## config.mk

```make
export PLATFORM = sky130hd
export DESIGN_NAME = color_pipe
export DESIGN_NICKNAME = d
export VERILOG_FILES = /design/src/rtl/color_pipe.sv
export SDC_FILE = /design/constraint.sdc
export NUM_CORES = 1
export LEC_CHECK = 0
export BUFFER_PORTS_ARGS = -buffer_cell sky130_fd_sc_hd__clkbuf_2
export CORE_ASPECT_RATIO = 0.9
export CORE_MARGIN = 8
export CORE_UTILIZATION = 30
export CTS_BUF_LIST = sky130_fd_sc_hd__clkbuf_4
export DETAILED_ROUTE_END_ITERATION = 10
export MAX_ROUTING_LAYER = met4
export PLACE_DENSITY = 0.55
export SYNTH_ARGS = -nofsm -noshare
export SYNTH_HDL_FRONTEND = slang
export SYNTH_SLANG_ARGS = --single-unit
export TNS_END_PERCENT = 5
```

## constraint.sdc

```tcl
create_clock -name Clk -period 1.9 [get_ports Clk]
set_input_delay 0.095 -clock Clk [delete_from_list [all_inputs] [get_ports Clk]]
set_output_delay 0.095 -clock Clk [all_outputs]
set_load 0.01 [all_outputs]
```

## src/rtl/color_pipe.sv

```systemverilog
// Two-stage pixel colour generator: prioritised rectangles, writable palette and a frame-counted flash FSM.
// Optional dashed centre net is built only when COLOR_PIPE_NET_EN is defined.
module color_pipe #(
    parameter int NUM_OBJ      = 3,
    parameter int COORD_W      = 10,
    parameter int H_ACTIVE     = 640,
    parameter int V_ACTIVE     = 480,
    parameter int FLASH_FRAMES = 30
) (
    input  logic                         Clk,
    input  logic                         Reset_n,
    input  logic                         Pixel_valid_in,
    input  logic [COORD_W-1:0]           DrawX,
    input  logic [COORD_W-1:0]           DrawY,
    input  logic                         Frame_start,
    input  logic [NUM_OBJ*COORD_W-1:0]   Obj_X,
    input  logic [NUM_OBJ*COORD_W-1:0]   Obj_Y,
    input  logic [NUM_OBJ*COORD_W-1:0]   Obj_HW,
    input  logic [NUM_OBJ*COORD_W-1:0]   Obj_HH,
    input  logic [NUM_OBJ-1:0]           Obj_en,
    input  logic                         Pal_we,
    input  logic [7:0]                   Pal_addr,
    input  logic [23:0]                  Pal_data,
    input  logic                         Flash_req,
    output logic [7:0]                   Red,
    output logic [7:0]                   Green,
    output logic [7:0]                   Blue,
    output logic                         Pixel_valid_out,
    output logic                         Flash_busy
);

    localparam int PAL_N  = NUM_OBJ + 2;
    localparam int BG_IDX = NUM_OBJ;
    localparam int FL_IDX = NUM_OBJ + 1;
    localparam int CW1    = COORD_W + 1;
    localparam logic [CW1-1:0] H_LIM     = CW1'(H_ACTIVE);
    localparam logic [CW1-1:0] V_LIM     = CW1'(V_ACTIVE);
    localparam logic [7:0]     CNT_START = 8'(FLASH_FRAMES - 1);

    typedef enum logic [1:0] {
        S_IDLE   = 2'd0,
        S_WAIT   = 2'd1,
        S_ACTIVE = 2'd2
    } flash_state_t;

    // Span test in COORD_W+1 bits so neither edge can wrap; low edge clamps at 0.
    function automatic logic in_span(input logic [COORD_W-1:0] c,
                                     input logic [COORD_W-1:0] hw,
                                     input logic [COORD_W-1:0] d);
        logic [CW1-1:0] lo;
        logic [CW1-1:0] hi;
        lo = (hw > c) ? '0 : ({1'b0, c} - {1'b0, hw});
        hi = {1'b0, c} + {1'b0, hw};
        return ({1'b0, d} >= lo) && ({1'b0, d} <= hi);
    endfunction

    flash_state_t        flash_state_q, flash_state_d;
    logic [7:0]          cnt_q, cnt_d;
    logic                phase_q, phase_d;
    logic                busy_q, busy_d;
    logic [23:0]         pal_q [PAL_N];
    logic [23:0]         pal_d [PAL_N];
    logic [NUM_OBJ-1:0]  hit1_q, hit1_d;
    logic                off1_q, off1_d;
    logic                valid1_q, valid1_d;
    logic                net1_q, net1_d;
    logic [23:0]         rgb_q, rgb_d;
    logic                valid2_q, valid2_d;

    always_comb begin
        hit1_d = '0;
        for (int i = 0; i < NUM_OBJ; i++) begin
            hit1_d[i] = Obj_en[i]
                && in_span(Obj_X[i*COORD_W +: COORD_W], Obj_HW[i*COORD_W +: COORD_W], DrawX)
                && in_span(Obj_Y[i*COORD_W +: COORD_W], Obj_HH[i*COORD_W +: COORD_W], DrawY);
        end
        off1_d   = ({1'b0, DrawX} >= H_LIM) || ({1'b0, DrawY} >= V_LIM);
        valid1_d = Pixel_valid_in;
`ifdef COLOR_PIPE_NET_EN
        net1_d = ((DrawX == COORD_W'(H_ACTIVE/2 - 1)) || (DrawX == COORD_W'(H_ACTIVE/2)))
                 && !DrawY[4];
`else
        net1_d = 1'b0;
`endif
    end

    // Later (lower-index) assignments override earlier ones, so index 0 wins.
    always_comb begin
        rgb_d    = '0;
        valid2_d = valid1_q;
        if (valid1_q && !off1_q) begin
            rgb_d = phase_q ? pal_q[FL_IDX] : pal_q[BG_IDX];
            if (net1_q) begin
                rgb_d = pal_q[0];
            end
            for (int i = NUM_OBJ - 1; i >= 0; i--) begin
                if (hit1_q[i]) begin
                    rgb_d = pal_q[i];
                end
            end
        end
    end

    always_comb begin
        for (int i = 0; i < PAL_N; i++) begin
            pal_d[i] = pal_q[i];
            if (Pal_we && (Pal_addr == 8'(i))) begin
                pal_d[i] = Pal_data;
            end
        end
    end

    always_comb begin
        flash_state_d = flash_state_q;
        cnt_d         = cnt_q;
        phase_d       = phase_q;
        case (flash_state_q)
            S_IDLE: begin
                if (Flash_req && Frame_start) begin
                    flash_state_d = S_ACTIVE;
                    cnt_d         = CNT_START;
                    phase_d       = 1'b1;
                end else if (Flash_req) begin
                    flash_state_d = S_WAIT;
                end
            end
            S_WAIT: begin
                if (Frame_start) begin
                    flash_state_d = S_ACTIVE;
                    cnt_d         = CNT_START;
                    phase_d       = 1'b1;
                end
            end
            S_ACTIVE: begin
                if (Flash_req && Frame_start) begin
                    cnt_d   = CNT_START;
                    phase_d = 1'b1;
                end else if (Flash_req) begin
                    flash_state_d = S_WAIT;
                    phase_d       = 1'b0;
                end else if (Frame_start) begin
                    if (cnt_q == 8'd0) begin
                        flash_state_d = S_IDLE;
                        phase_d       = 1'b0;
                    end else begin
                        cnt_d   = cnt_q - 8'd1;
                        phase_d = ~phase_q;
                    end
                end
            end
            default: begin
                flash_state_d = S_IDLE;
                phase_d       = 1'b0;
            end
        endcase
        busy_d = (flash_state_d != S_IDLE);
    end

    always_ff @(posedge Clk or negedge Reset_n) begin
        if (!Reset_n) begin
            flash_state_q <= S_IDLE;
            cnt_q         <= '0;
            phase_q       <= 1'b0;
            busy_q        <= 1'b0;
            for (int i = 0; i < PAL_N; i++) begin
                if (i == BG_IDX)      pal_q[i] <= 24'h00007F;
                else if (i == FL_IDX) pal_q[i] <= 24'hFFFF00;
                else                  pal_q[i] <= 24'hFFFFFF;
            end
            hit1_q   <= '0;
            off1_q   <= 1'b0;
            valid1_q <= 1'b0;
            net1_q   <= 1'b0;
            rgb_q    <= '0;
            valid2_q <= 1'b0;
        end else begin
            flash_state_q <= flash_state_d;
            cnt_q         <= cnt_d;
            phase_q       <= phase_d;
            busy_q        <= busy_d;
            for (int i = 0; i < PAL_N; i++) begin
                pal_q[i] <= pal_d[i];
            end
            hit1_q   <= hit1_d;
            off1_q   <= off1_d;
            valid1_q <= valid1_d;
            net1_q   <= net1_d;
            rgb_q    <= rgb_d;
            valid2_q <= valid2_d;
        end
    end

    assign Red             = rgb_q[23:16];
    assign Green           = rgb_q[15:8];
    assign Blue            = rgb_q[7:0];
    assign Pixel_valid_out = valid2_q;
    assign Flash_busy      = busy_q;

endmodule
```

* Word level (Yosys, flattened, before mapping)
Cells that the tools add are included.
Word-level totals: bits in registers 162, input port bits 181, output and inout bits 26, word-level logic and storage cells 121
Cells by class: add/subtract/negate cells 13, magnitude comparators 20, equal/unequal tests 12, muxes and demuxes 33, bitwise operators 1, reduce and logical (&&, ||, !) cells 28
Operators by type and width (number):
- 24-bit two-way mux | 5
- 10-bit by 10-bit adder with 11-bit output | 6
- 10-bit by 11-bit >= comparator with 1-bit output | 6
- 10-bit by 11-bit less-or-equal comparator with 1-bit output | 6
- 11-bit two-way mux | 6
- 10-bit by 10-bit subtractor with 11-bit output | 6
- 10-bit > comparator | 6
- 8-bit two-way mux | 6
- 8-bit one-hot mux with 3 select lines | 1
- 1-bit logical AND | 19
- 8-bit by 2-bit == test with 1-bit output, second input constant | 2
- 8-bit logical NOT | 2
- 2-bit two-way mux | 7
- 10-bit >= comparator, second input constant | 1
- 10-bit by 9-bit >= comparator with 1-bit output, second input constant | 1
- 3-bit != test, second input constant | 3
- 8-bit by 1-bit == test with 1-bit output, second input constant | 1
- 8-bit by 3-bit == test with 1-bit output, second input constant | 1
- 8-bit by 1-bit subtractor with 8-bit output, second input constant | 1
- 1-bit two-way mux | 6
- 2-bit one-hot mux with 3 select lines | 1
- 6-bit AND reduction | 1
- 2-bit != test, second input constant | 2
- 4-bit != test, second input constant | 1
- 10 further kinds | 10

* Logic depth before layout (Yosys ltp)
Gate-level depths: netlist of the first run.
word-level depth 7, depth in mapped cells 19, mapped depth without buffers 18

* Least setup slack after synthesis of the first run
Ideal clock, no wire load.
path kind input-to-reg, from in Obj_HW[1], to reg hit1_q[0], library setup time 132 ps, arrival time 3033 ps, data required time 1768 ps, path slack -1265 ps, stages on the path 17, buffers on the path 0, cells stage by stage inv_1 > ha_1 > nor2b_1 > o31a_1 > or4_1 > a32o_1 > nor2_4 > xnor2_1 > nand2_1 > ha_1 > or4_1 > a211oi_1 > o21ai_0 > o21ai_0 > nor2_1 > nand3_1 > nor4_1
On the way: cells in the longest elaborated chain, start to end 6, elaborated cells between the ends (all ways) 9, those cells by class 2 x add/sub; 3 x order compare; 1 x mux; 3 x reduce/logical
RTL lines:
- from (decl) | line 18 | input logic [NUM_OBJ*COORD_W-1:0] Obj_HW,
- 10-bit by 10-bit subtractor with 11-bit output / 10-bit > comparator (equally long branches) | line 52 | lo = (hw > c) ? '0 : ({1'b0, c} - {1'b0, hw});
- 11-bit two-way mux | line 52
- 10-bit by 11-bit >= comparator with 1-bit output | line 54 | return ({1'b0, d} >= lo) && ({1'b0, d} <= hi);
- 1-bit logical AND * | line 54
- 1-bit logical AND * | line 74 | && in_span(Obj_X[i*COORD_W +: COORD_W], Obj_HW[i*COORD_W +: COORD_W], DrawX)
- 1-bit logical AND * | line 75 | && in_span(Obj_Y[i*COORD_W +: COORD_W], Obj_HH[i*COORD_W +: COORD_W], DrawY);
- named net hit1_d[0] | line 63 | logic [NUM_OBJ-1:0] hit1_q, hit1_d;
- to (signal assigned) | line 184 | hit1_q <= hit1_d;
- to (decl) | line 63
The timed path passes the listed nets; every way through them passes the cells marked *. A chain may end at the register's enable or synchronous reset.

* Worst setup path in the final report of the first run
from in Obj_X[0], to reg hit1_q[0]
On the way: cells in the longest elaborated chain, start to end 6, elaborated cells between the ends (all ways) 9, those cells by class 2 x add/sub; 3 x order compare; 1 x mux; 3 x reduce/logical
RTL lines:
- from (decl) | line 16 | input logic [NUM_OBJ*COORD_W-1:0] Obj_X,
- 10-bit by 10-bit subtractor with 11-bit output / 10-bit > comparator (equally long branches) | line 52
- 11-bit two-way mux | line 52
- 10-bit by 11-bit >= comparator with 1-bit output | line 54
- 1-bit logical AND * | line 54
- 1-bit logical AND * | line 74
- 1-bit logical AND * | line 75
- named net hit1_d[0] | line 63
Marks and branches as above.

==> run metrics, run 1 <==
outcome finished with violations; violations in the final reports negative setup slack; data required time of the critical path 2330 ps; fraction of the cycle the final worst path needs 1.40; layout cells sized above 1 0.410; first-pass iteration count of the detailed router 4; Max Fanout on Critical Path 2; total standard cell area after synthesis 15100 um2; TritonCTS buffer count 17; worst-case clock buffer depth 2; Setup WS pre-CTS -1680 ps; Clock H-tree levels 4; synthesized area per cell 9.16 um2; startpoint type of the worst setup path input pin; GP Congestion 0.878; share of flip-flops with an asynchronous set or reset after synthesis 1.00; net switching power 3.97 mW; Yosys Warn Count 0; number of global-route vias before repair 14500; first-pass GRT wire length 72200 um; Total GRT Usage 0.156; ratio of total power to cell area 551 nW/um2; total of endpoints with negative setup slack in the final report 3; critical path class in2reg; shortest period the worst path allows 2660 ps; final-report max-slew violation count 0; Tightest Pin Transition 476 ps; combinational cell fraction of total power 0.459; endpoint type of the worst setup path register; grt total ovfl 0; vertical die dimension 229 um; longest individual stage delay on the worst path 540 ps; Worst path slowest cell sky130_fd_sc_hd__or4_4; effective utilization at floorplan 0.301; initial DRC count 446; CTS tree done; Mapped Cells 1644; number of nets with antenna violations after detailed routing 0; register area share after synthesis 0.277; worst rel slew slack 0.683; insertion delay to the later sink of the worst-skew pair 560 ps; sequence of cells on the critical path clkbuf_2 -> inv_1 -> ha_2 -> inv_1 -> fa_1 -> a21o_1 -> a21oi_2 -> o31ai_2 -> a31oi_1 -> xnor2_1 -> nand2_1 -> ha_1 -> or4_4 -> a211oi_2 -> o21ai_1 -> o21ai_1 -> nor2_1 -> nand3_1 -> nor4_2; routed length per placed instance 15.1 um; sum of net half-perimeters after detailed placement 35600 um; Max Cap Viol 0; CP bufs+invs 3; core area 50000 um2; RSZ-0062 raised after global routing true; DRC violations left 0; Root Buffer sky130_fd_sc_hd__clkbuf_4; net switching share of the total power 0.346; peak supply drop 0.341 mV; Via-to-Cell Ratio 4.69; floorplan die width 252 um; power share of the clock group 0.204; critical path arrival 3090 ps; net count of the mapped netlist 2079; total via count in the routed design 13800; final standard cell utilization of the core 0.416; Internal 7.49 mW; synth-to-layout area growth 38.1%; clock-pin slew of the registers on the worst-case setup and hold paths 150 ps; min-delay worst type in2reg; die area 57600 um2; # rows 78; number of enable flip-flop cells after synthesis 0; leakage power 10.3 nW; highest achievable clock rate 377 MHz; sum of routed wire length over all layers 44300 um; Power, Total 11.5 mW; clock skew 28.6 ps; delay-heaviest family, CP compound AO/OA/AOI/OAI gates; Net count, final 2674; share of total power in sequential cells 0.337; count of boundary I/O pins 207; Cell variety after synth 71; initial antenna violation count 8; Setup WS post-layout -756 ps; maximum number of pins on one net before global-route repair 62; synthesis-stage register bit count 162; sinks on the clock net 162; dominant register cell in the synthesized netlist sky130_fd_sc_hd__dfstp_2; Fin Hold WS 104 ps; total count of hold-check failures in the final report 0; IO buf count 206
==> registers in the layout, summed over array words and instances, names as in the netlist <==
signal,cells
hit1_q,3
Pixel_valid_out,1
off1_q,1
pal_q,120
rgb_q,24
Flash_busy,1
flash_state_q,2
valid1_q,1
phase_q,1
cnt_q,8
==> what timing repair did <==
action | CTS | global route
hold buffers | 33 | 1
setup buffers | 4 | 1
hold endpoints to repair | 213 | 1
endpoints found under the setup margin | 3 | 10
resized for setup | 57 | 17
pin swaps | 25 | 9
==> power by group through the flow <==
stage | Sequential, mW | Combinational (mW) | Clock, mW
CTS | 3.85 | 5.28 | 2.45
detailed placement | 3.91 | 5.05 | 0
finish | 3.86 | 5.26 | 2.34
global route | 3.88 | 5.90 | 2.59
global placement | 3.90 | 4.94 | 0
floorplan | 3.87 | 2.86 | 0
==> cell usage in the layout (no fill, tap or decap), types with 7 or more instances in the layout <==
| cell | n |
|---|---|
| sky130_fd_sc_hd__diode_2 | 8 |
| sky130_fd_sc_hd__o21ai_1 | 13 |
| sky130_fd_sc_hd__nor2_1 | 141 |
| sky130_fd_sc_hd__nand3b_1 | 10 |
| sky130_fd_sc_hd__nand2_1 | 99 |
| sky130_fd_sc_hd__mux2_2 | 100 |
| sky130_fd_sc_hd__dlygate4sd3_1 | 34 |
| sky130_fd_sc_hd__xor2_1 | 17 |
| sky130_fd_sc_hd__mux2i_1 | 24 |
| sky130_fd_sc_hd__o211ai_1 | 13 |
| sky130_fd_sc_hd__dfrtp_1 | 67 |
| sky130_fd_sc_hd__a21oi_2 | 8 |
| sky130_fd_sc_hd__a21oi_1 | 129 |
| sky130_fd_sc_hd__o21ai_0 | 74 |
| sky130_fd_sc_hd__and2_1 | 31 |
| sky130_fd_sc_hd__buf_4 | 390 |
| sky130_fd_sc_hd__a31oi_1 | 13 |
| sky130_fd_sc_hd__o21bai_1 | 15 |
| sky130_fd_sc_hd__nand3_1 | 30 |
| sky130_fd_sc_hd__ha_1 | 237 |
| sky130_fd_sc_hd__fa_1 | 12 |
| sky130_fd_sc_hd__clkbuf_4 | 21 |
| sky130_fd_sc_hd__mux2_4 | 20 |
| sky130_fd_sc_hd__dfstp_2 | 95 |
| sky130_fd_sc_hd__buf_12 | 11 |
| sky130_fd_sc_hd__nand4_1 | 11 |
| sky130_fd_sc_hd__nor3_1 | 24 |
| sky130_fd_sc_hd__a211oi_1 | 13 |
| sky130_fd_sc_hd__o31ai_1 | 7 |
| sky130_fd_sc_hd__o21a_1 | 16 |
| sky130_fd_sc_hd__xnor2_1 | 57 |
| sky130_fd_sc_hd__clkbuf_2 | 204 |
| sky130_fd_sc_hd__a21o_1 | 23 |
| sky130_fd_sc_hd__nor2b_1 | 15 |
| sky130_fd_sc_hd__inv_1 | 124 |
| sky130_fd_sc_hd__nand2b_1 | 24 |
==> Yosys cell counts (32+ instances only) <==
cell | number | area [um2]
sky130_fd_sc_hd__o21ai_0 | 90 | 450
sky130_fd_sc_hd__xnor2_1 | 57 | 499
sky130_fd_sc_hd__a21oi_1 | 137 | 686
sky130_fd_sc_hd__ha_1 | 242 | 3030
sky130_fd_sc_hd__inv_1 | 127 | 477
sky130_fd_sc_hd__dfrtp_1 | 67 | 1680
sky130_fd_sc_hd__nor2_1 | 143 | 537
sky130_fd_sc_hd__dfstp_2 | 95 | 2500
sky130_fd_sc_hd__clkbuf_1 | 39 | 146
sky130_fd_sc_hd__nand2_1 | 101 | 379
sky130_fd_sc_hd__mux2_2 | 100 | 1130
sky130_fd_sc_hd__and2_1 | 32 | 200
==> layer usage <==
| metal | wire length, um | track usage |
|---|---|---|
| met5 | 0 | - |
| met4 | 457 | 0.0282 |
| met3 | 1660 | 0.0248 |
| met2 | 21300 | 0.260 |
| met1 | 20900 | 0.199 |
==> layout make-up <==
| type | count | area [um2] |
|---|---|---|
| Clock inverter | 11 | 178 |
| Antenna cell | 8 | 20.0 |
| Clock buffer | 21 | 158 |
| Fill cell | 4978 | 29200 |
| Sequential cell | 162 | 4170 |
| Timing Repair Buffer | 641 | 4550 |
| Tap cell | 680 | 851 |
| Multi-Input combinational cell | 1290 | 10400 |
| Inverter | 127 | 492 |
==> through the flow <==
stage / std cells / cell area (um2) / TNS (ps)
detailed placement: 2861 / 19800 / -4820
CTS: 2930 / 20700 / -2030
finish: 2940 / 20800 / -2130
global placement: 2861 / 19800 / -4590
global route: 2940 / 20800 / -2550
floorplan: 1644 / 15100 / -3500
==> tightest hold or removal path, stage by stage <==
cell	delay (ps)
sky130_fd_sc_hd__clkbuf_2	170
sky130_fd_sc_hd__buf_4	170
sky130_fd_sc_hd__nand4_1	90
sky130_fd_sc_hd__nand3b_1	100
==> cells by family (layout without fill, tap and decap cells) <==
logic type | count (synthesis) | in the layout | synth area share
flip-flops | 162 | 162 | 0.277
XOR/XNOR | 74 | 74 | 0.0430
AO/OA/AOI/OAI | 387 | 387 | 0.161
other | 0 | 8 | 0
multiplexers | 144 | 144 | 0.111
AND/OR/NAND/NOR | 431 | 431 | 0.138
buffers and inverters | 192 | 800 | 0.0527
adder cells (fa/ha/maj) | 254 | 254 | 0.217
==> final timing paths <==
| kind | startpoint | end | slack, ps | depth (start not counted) |
|---|---|---|---|---|
| worst max register to register | cnt_q[1] | cnt_q[7] | 120 | 6 |
| min in group asynchronous | Reset_n | cnt_q[5] | 560 | 3 |
| worst min register to register | valid1_q | Pixel_valid_out | 440 | 0 |
| worst max-delay path | Obj_X[0] | hit1_q[0] | -760 | 19 |
| max in group asynchronous | Reset_n | cnt_q[3] | 150 | 4 |
| worst min-delay path | DrawY[7] | off1_q | 100 | 4 |
No activity file was read; power rests on OpenSTA's default activity.
==> run 2: changes to the inputs <==
--- a/config.mk
+++ b/config.mk
@@ -11,8 +11,10 @@
 export CORE_UTILIZATION = 30
 export CTS_BUF_LIST = sky130_fd_sc_hd__clkbuf_4
 export DETAILED_ROUTE_END_ITERATION = 10
+export HOLD_SLACK_MARGIN = 0.12
 export MAX_ROUTING_LAYER = met4
 export PLACE_DENSITY = 0.55
+export REMOVE_ABC_BUFFERS = 1
 export SYNTH_ARGS = -nofsm -noshare
 export SYNTH_HDL_FRONTEND = slang
 export SYNTH_SLANG_ARGS = --single-unit
==> run 2 against run 1 <==
Net effect: the run still ends with negative setup slack left; total power is essentially flat; hold slack gained 62 ps; register-to-register slack is essentially flat; cell area grew 1.9%; cell count is essentially flat; first-iteration DRC count grew 20%; critical path depth shrank 2; sequential power is essentially flat; worst setup slack gained 59 ps; via count grew 0.39%; wire length grew 2.5%; largest cell class unchanged; largest power group unchanged; highest routed layer unchanged.
==> run metrics, run 2 (synthesis results as in run 1) <==
total of endpoints with negative setup slack in the final report 3 (unchanged); initial antenna violation count 10 (was 8); critical path arrival 3090 ps (about the same); leading cell type in the layout, fill and taps excluded sky130_fd_sc_hd__buf_4 (unchanged); Max Fanout on Critical Path 8 (was 2); critical path class in2reg (unchanged); terminus of the critical flop-to-flop path cnt_q[7] (unchanged); Critical R2R Launch cnt_q[1] (unchanged); final-report max-slew violation count 0 (unchanged); sequence of cells on the critical path clkbuf_2 -> inv_2 -> ha_4 -> nor2b_4 -> o31ai_4 -> a21oi_2 -> o31ai_4 -> a21oi_2 -> a21o_1 -> buf_12 -> nand3b_1 -> ha_1 -> a211o_1 -> nor4_2 -> o21ai_1 -> nand3_1 -> nor4_2 (was clkbuf_2 -> inv_1 -> ha_2 -> inv_1 -> fa_1 -> a21o_1 -> a21oi_2 -> o31ai_2 -> a31oi_1 -> xnor2_1 -> nand2_1 -> ha_1 -> or4_4 -> a211oi_2 -> o21ai_1 -> o21ai_1 -> nor2_1 -> nand3_1 -> nor4_2); Setup WS post-layout -696 ps (was -756 ps); layout cells sized above 1 0.439 (was 0.410); die area 57600 um2 (unchanged); Sum Neg Setup Slack -1940 ps (was -2130 ps); maximum number of pins on one net before global-route repair 51 (was 62); total count of hold-check failures in the final report 0 (unchanged); shortest period the worst path allows 2600 ps (was 2660 ps); min-delay worst type in2reg (unchanged); r2r setup slk 120 ps (about the same); effective utilization at floorplan 0.301 (unchanged); # rows 78 (unchanged); sum of routed wire length over all layers 45400 um (was 44300 um); number of fill cells 4952 (was 4978); Tightest Pin Transition 757 ps (was 476 ps); IO buf count 206 (unchanged); DRC violations left 0 (unchanged); number of nets with antenna violations after detailed routing 0 (unchanged); vertical die dimension 229 um (unchanged); register containing the most flip-flops in the final layout pal_q (unchanged); clock skew 40.2 ps (was 28.6 ps); violations in the final reports negative setup slack (unchanged); highest achievable clock rate 385 MHz (was 377 MHz); Worst path slowest cell sky130_fd_sc_hd__a211o_1 (was sky130_fd_sc_hd__or4_4); Fin Hold WS 166 ps (was 104 ps); initial DRC count 536 (was 446); longest individual stage delay on the worst path 320 ps (was 540 ps); data required time of the critical path 2390 ps (was 2330 ps); Total GRT Usage 0.159 (was 0.156); Via-to-Cell Ratio 4.71 (was 4.69); startpoint type of the worst setup path input pin (unchanged); total via count in the routed design 13800 (about the same); synth-to-layout area growth 40.8% (was 38.1%); outcome finished with violations (unchanged); post-route cell area 21200 um2 (was 20800 um2); Hold Path Stages 5 (was 4); worst-case clock buffer depth 2 (unchanged); first-pass iteration count of the detailed router 4 (unchanged); sinks on the clock net 162 (unchanged); peak supply drop 0.478 mV (was 0.341 mV); CTS tree done (unchanged); Clock H-tree levels 4 (unchanged); ratio of total power to cell area 541 nW/um2 (was 551 nW/um2); Root Buffer sky130_fd_sc_hd__clkbuf_4 (unchanged); commonest non-fill, non-tap cells in the layout 374 x sky130_fd_sc_hd__buf_4, 222 x sky130_fd_sc_hd__ha_1, 202 x sky130_fd_sc_hd__clkbuf_2 (was 390 x sky130_fd_sc_hd__buf_4, 237 x sky130_fd_sc_hd__ha_1, 204 x sky130_fd_sc_hd__clkbuf_2); fraction of the cycle the final worst path needs 1.37 (was 1.40); Max Cap Viol 0 (unchanged); sum of net half-perimeters after detailed placement 35800 um (was 35600 um); Setup WS pre-CTS -1640 ps (was -1680 ps); leakage power 10.3 nW (about the same); Register-to-Register Path Depth 6 (unchanged); insertion delay to the later sink of the worst-skew pair 590 ps (was 560 ps); count of boundary I/O pins 207 (unchanged); number of global-route vias before repair 14400 (was 14500); worst hold path endpoint hit1_q[0] (was off1_q); routed length per placed instance 15.4 um (was 15.1 um); Post-Place Cell Area 19600 um2 (was 19800 um2); grt total ovfl 0 (unchanged); endpoint type of the worst setup path register (unchanged); TritonCTS buffer count 17 (unchanged); RSZ-0062 raised after global routing true (unchanged); Net count, final 2671 (was 2674); first-pass GRT wire length 73300 um (was 72200 um); core area 50000 um2 (unchanged); floorplan die width 252 um (unchanged); start point of the worst hold path Obj_X[9] (was DrawY[7]); max FFs per register 120 (unchanged); biggest regs pal_q: 120 flops, rgb_q: 24 flops, cnt_q: 8 flops (unchanged); GP Congestion 0.854 (was 0.878); clock-pin slew of the registers on the worst-case setup and hold paths 170 ps (was 150 ps); worst rel slew slack 0.494 (was 0.683)
==> run 2: cell count changes in the layout (fill, tap and decap cells not counted), moves of 9 or more <==
cell,change
sky130_fd_sc_hd__ha_1,-15
sky130_fd_sc_hd__buf_4,-16
sky130_fd_sc_hd__dlygate4sd3_1,+9
sky130_fd_sc_hd__ha_4,+10
==> run 2: report_power, final <==
part	internal [mW]	leakage, nW	total (mW)	switching [mW]
Combinational	2.78	8.32	5.56	2.78
Clock	0.683	0.143	2.04	1.35
Sequential	3.72	1.88	3.86	0.134
Total	7.19	10.3	11.5	4.27
==> run 2: critical path, delay by kind of cell <==
| family | cells | cell delay (ps) |
|---|---|---|
| adder cells (fa/ha/maj) | 2 | 470 |
| AND/OR/NAND/NOR | 5 | 680 |
| AO/OA/AOI/OAI | 7 | 1450 |
| buffers and inverters | 3 | 390 |
==> run 2: worst max path at each step <==
| stage | startpoint | endpoint | slack [ps] |
|---|---|---|---|
| 3_3_place_gp | Obj_HW[24] | hit1_q[2] | -1590 |
| 4_1_cts | Obj_HW[1] | hit1_q[0] | -680 |
| 5_1_grt | Obj_HH[20] | hit1_q[2] | -780 |
| 2_1_floorplan | Obj_HW[1] | hit1_q[0] | -1270 |
| 6_report | Obj_HH[1] | hit1_q[0] | -700 |
| 3_5_place_dp | Obj_HH[1] | hit1_q[0] | -1640 |
==> run 2: routing by layer <==
layer | vias up | track usage | part of all wire
met4 | 0 | 0.0361 | 0.014
li1 | 6999 | - | -
met5 | - | - | 0
met1 | 6554 | 0.206 | 0.48
met3 | 34 | 0.0301 | 0.043
met2 | 242 | 0.255 | 0.46
==> run 2: area by class of cell <==
| class | instances | area (um2) | share of cell area |
|---|---|---|---|
| Clock inverter | 15 | 144 | 0.00679 |
| Clock buffer | 17 | 128 | 0.00602 |
| Antenna cell | 10 | 25.0 | 0.00118 |
| Inverter | 127 | 479 | 0.0226 |
| Timing Repair Buffer | 638 | 4570 | 0.216 |
| Sequential cell | 162 | 4170 | 0.197 |
| Multi-Input combinational cell | 1290 | 10800 | 0.511 |
| Tap cell | 680 | 851 | 0.0401 |
==> run 2: through the flow <==
step | cells | power [mW] | util
6_report | 2939 | 11.5 | 0.424
5_1_grt | 2939 | 12.4 | 0.424
4_1_cts | 2915 | 11.2 | 0.410
3_5_place_dp | 2838 | 8.89 | 0.392
3_3_place_gp | 2838 | 8.77 | 0.392
2_1_floorplan | 1579 | 6.65 | -
==> run 2: repair_timing <==
action,4_1_cts,5_1_grt
hold buffers,43,0
setup endpoints to repair,3,11
resized for setup,47,142
pin swaps,32,88
buffers inserted,3,14
endpoints found under the hold margin,294,0
==> run 3: changes to the inputs <==
--- a/config.mk
+++ b/config.mk
@@ -5,15 +5,15 @@
 export SDC_FILE = /design/constraint.sdc
 export NUM_CORES = 1
 export LEC_CHECK = 0
-export BUFFER_PORTS_ARGS = -buffer_cell sky130_fd_sc_hd__clkbuf_2
+export BUFFER_PORTS_ARGS = -buffer_cell sky130_fd_sc_hd__buf_2
 export CORE_ASPECT_RATIO = 0.9
 export CORE_MARGIN = 8
 export CORE_UTILIZATION = 30
 export CTS_BUF_LIST = sky130_fd_sc_hd__clkbuf_4
 export DETAILED_ROUTE_END_ITERATION = 10
 export HOLD_SLACK_MARGIN = 0.12
-export MAX_ROUTING_LAYER = met4
 export PLACE_DENSITY = 0.55
+export RECOVER_POWER = 100
 export REMOVE_ABC_BUFFERS = 1
 export SYNTH_ARGS = -nofsm -noshare
 export SYNTH_HDL_FRONTEND = slang
==> run 3 against run 2 <==
Net effect: register-to-register slack worse by 50 ps; the flow still finishes with violations (negative setup slack); sequential share of layout area is 0.78 points higher; die area stayed put; hold slack better by 42 ps; critical path type unchanged.
==> run metrics, run 3 (synthesis results as in run 1) <==
outcome finished with violations (unchanged); violations in the final reports negative setup slack (unchanged); peak supply drop 0.302 mV (was 0.478 mV); biggest regs pal_q: 120 flops, rgb_q: 24 flops, cnt_q: 8 flops (unchanged); leading cell type in the layout, fill and taps excluded sky130_fd_sc_hd__buf_4 (unchanged); layout cells sized above 1 0.375 (was 0.439); first-pass iteration count of the detailed router 5 (was 4); Tightest Pin Transition 972 ps (was 757 ps); sinks on the clock net 162 (unchanged); sum of net half-perimeters after detailed placement 35800 um (about the same); Critical R2R Launch cnt_q[0] (was cnt_q[1]); highest achievable clock rate 376 MHz (was 385 MHz); grt total ovfl 0 (unchanged); RSZ-0062 raised after global routing true (unchanged); Power, Total 11.2 mW (was 11.5 mW); final standard cell utilization of the core 0.408 (was 0.424); sum of routed wire length over all layers 44600 um (was 45400 um); commonest non-fill, non-tap cells in the layout 351 x sky130_fd_sc_hd__buf_4, 236 x sky130_fd_sc_hd__ha_1, 175 x sky130_fd_sc_hd__buf_2 (was 374 x sky130_fd_sc_hd__buf_4, 222 x sky130_fd_sc_hd__ha_1, 202 x sky130_fd_sc_hd__clkbuf_2); data required time of the critical path 2400 ps (was 2390 ps); final-report max-slew violation count 0 (unchanged); share of total power in sequential cells 0.344 (was 0.337); max FFs per register 120 (unchanged); shortest period the worst path allows 2660 ps (was 2600 ps); worst hold path endpoint hit1_q[1] (was hit1_q[0]); total of endpoints with negative setup slack in the final report 8 (was 3); ratio of total power to cell area 550 nW/um2 (was 541 nW/um2); number of global-route vias before repair 14500 (was 14400); worst rel slew slack 0.352 (was 0.494); terminus of the critical flop-to-flop path cnt_q[5] (was cnt_q[7]); power share of the clock group 0.194 (was 0.178); critical path class in2reg (unchanged); Register-to-Register Path Depth 8 (was 6); Clock H-tree levels 4 (unchanged); net switching share of the total power 0.363 (was 0.372); total count of hold-check failures in the final report 0 (unchanged); Post-Place Cell Area 19500 um2 (was 19600 um2); Total GRT Usage 0.153 (was 0.159); # rows 78 (unchanged); CTS tree done (unchanged); core area 50000 um2 (unchanged); post-route cell area 20400 um2 (was 21200 um2); vertical die dimension 229 um (unchanged); synth-to-layout area growth 35.4% (was 40.8%); die area 57600 um2 (unchanged); clock-pin slew of the registers on the worst-case setup and hold paths 160 ps (was 170 ps); Net count, final 2657 (was 2671); Hold Path Stages 6 (was 5); Root Buffer sky130_fd_sc_hd__clkbuf_4 (unchanged); Worst Setup SP Obj_HW[1] (was Obj_HH[1]); floorplan die width 252 um (unchanged); first-pass GRT wire length 72900 um (was 73300 um); start point of the worst hold path Obj_HH[19] (was Obj_X[9]); endpoint type of the worst setup path register (unchanged); min-delay worst type in2reg (unchanged); TritonCTS buffer count 17 (unchanged); Max Cap Viol 0 (unchanged); DRC violations left 0 (unchanged); worst-case clock buffer depth 2 (unchanged); insertion delay to the later sink of the worst-skew pair 610 ps (was 590 ps); Internal 7.14 mW (was 7.19 mW); Inst Count DP 2831 (was 2838); maximum number of pins on one net before global-route repair 59 (was 51); leakage power 9.96 nW (was 10.3 nW); register containing the most flip-flops in the final layout pal_q (unchanged); GP Congestion 0.850 (was 0.854); Setup WS post-layout -758 ps (was -696 ps); number of nets with antenna violations after detailed routing 0 (unchanged); effective utilization at floorplan 0.301 (unchanged); routed length per placed instance 15.3 um (was 15.4 um); count of non-filler cells in the finished layout 2918 (was 2939); combinational cell fraction of total power 0.462 (was 0.485); count of boundary I/O pins 207 (unchanged); net switching power 4.07 mW (was 4.27 mW); r2r setup slk 70 ps (was 120 ps); number of fill cells 5059 (was 4952); fraction of the cycle the final worst path needs 1.40 (was 1.37); total via count in the routed design 13700 (was 13800); Setup WS pre-CTS -1590 ps (was -1640 ps); startpoint type of the worst setup path input pin (unchanged); Max Fanout on Critical Path 2 (was 8); initial DRC count 531 (was 536); critical path arrival 3160 ps (was 3090 ps); clock skew 31.5 ps (was 40.2 ps); initial antenna violation count 10 (unchanged); Via-to-Cell Ratio 4.69 (was 4.71); IO buf count 206 (unchanged)
-- run 3: timing repair --
action,CTS,global route
setup buffers,5,1
cloned,0,0
pin swaps,31,6
hold buffers,47,0
gates resized for setup,44,19
endpoints found under the setup margin,3,10
endpoints found under the hold margin,299,0
-- run 3: worst max path at each step --
stage	endpoint	slack, ps
after floorplan	hit1_q[0]	-1270
after global placement	hit1_q[2]	-1600
after detailed placement	hit1_q[2]	-1590
after CTS	hit1_q[0]	-680
after global routing	hit1_q[0]	-880
final	hit1_q[0]	-760
-- run 3: per-layer routing --
layer	vias to the layer above	global-route usage	part of all wire
li1	6940	-	-
met1	6450	0.198	0.47
met2	232	0.261	0.47
met3	48	0.0302	0.044
met4	10	0.0336	0.014
met5	-	0	0.0013
-- run 3: final cells by class --
| cell class | instances | area [um2] | share of cell area |
|---|---|---|---|
| Timing Repair Buffer | 624 | 4300 | 0.211 |
| Inverter | 127 | 479 | 0.0235 |
| Clock inverter | 13 | 151 | 0.00743 |
| Tap cell | 680 | 851 | 0.0417 |
| Clock buffer | 19 | 143 | 0.00700 |
| Multi-Input combinational cell | 1290 | 10300 | 0.504 |
| Antenna cell | 3 | 7.51 | 0.000368 |
| Sequential cell | 162 | 4170 | 0.205 |
-- run 3: stage by stage --
stage	setup TNS [ps]	hold slack (ps)
after floorplan	-18170	-201
after global placement	-4580	-58.7
after detailed placement	-5280	-58.1
after CTS	-2000	140
after global routing	-3260	179
final	-2220	209
-- run 3: worst max-delay path, cell delays in order --
cell                       delay, ps
sky130_fd_sc_hd__buf_2           110
sky130_fd_sc_hd__inv_1           100
sky130_fd_sc_hd__ha_4            210
sky130_fd_sc_hd__nor2b_1         140
sky130_fd_sc_hd__o31a_1          270
sky130_fd_sc_hd__or4_4           430
sky130_fd_sc_hd__a32o_2          290
sky130_fd_sc_hd__nor2_4          120
sky130_fd_sc_hd__xnor2_1         110
sky130_fd_sc_hd__nand2_1          80
sky130_fd_sc_hd__ha_2            180
sky130_fd_sc_hd__or4_4           520
sky130_fd_sc_hd__a211oi_2        150
sky130_fd_sc_hd__o21ai_1         100
sky130_fd_sc_hd__o21ai_1          80
sky130_fd_sc_hd__nor2_1           50
sky130_fd_sc_hd__nand3_1          80
sky130_fd_sc_hd__nor4_2           50
-- run 3: power by group through the flow --
| stage | registers [mW] | logic (mW) | clock network, mW |
|---|---|---|---|
| after floorplan | 4.01 | 2.64 | 0 |
| after global placement | 3.90 | 4.84 | 0 |
| after detailed placement | 3.91 | 4.96 | 0 |
| after CTS | 3.85 | 5.18 | 2.29 |
| after global routing | 3.88 | 5.81 | 2.44 |
| final | 3.85 | 5.18 | 2.18 |
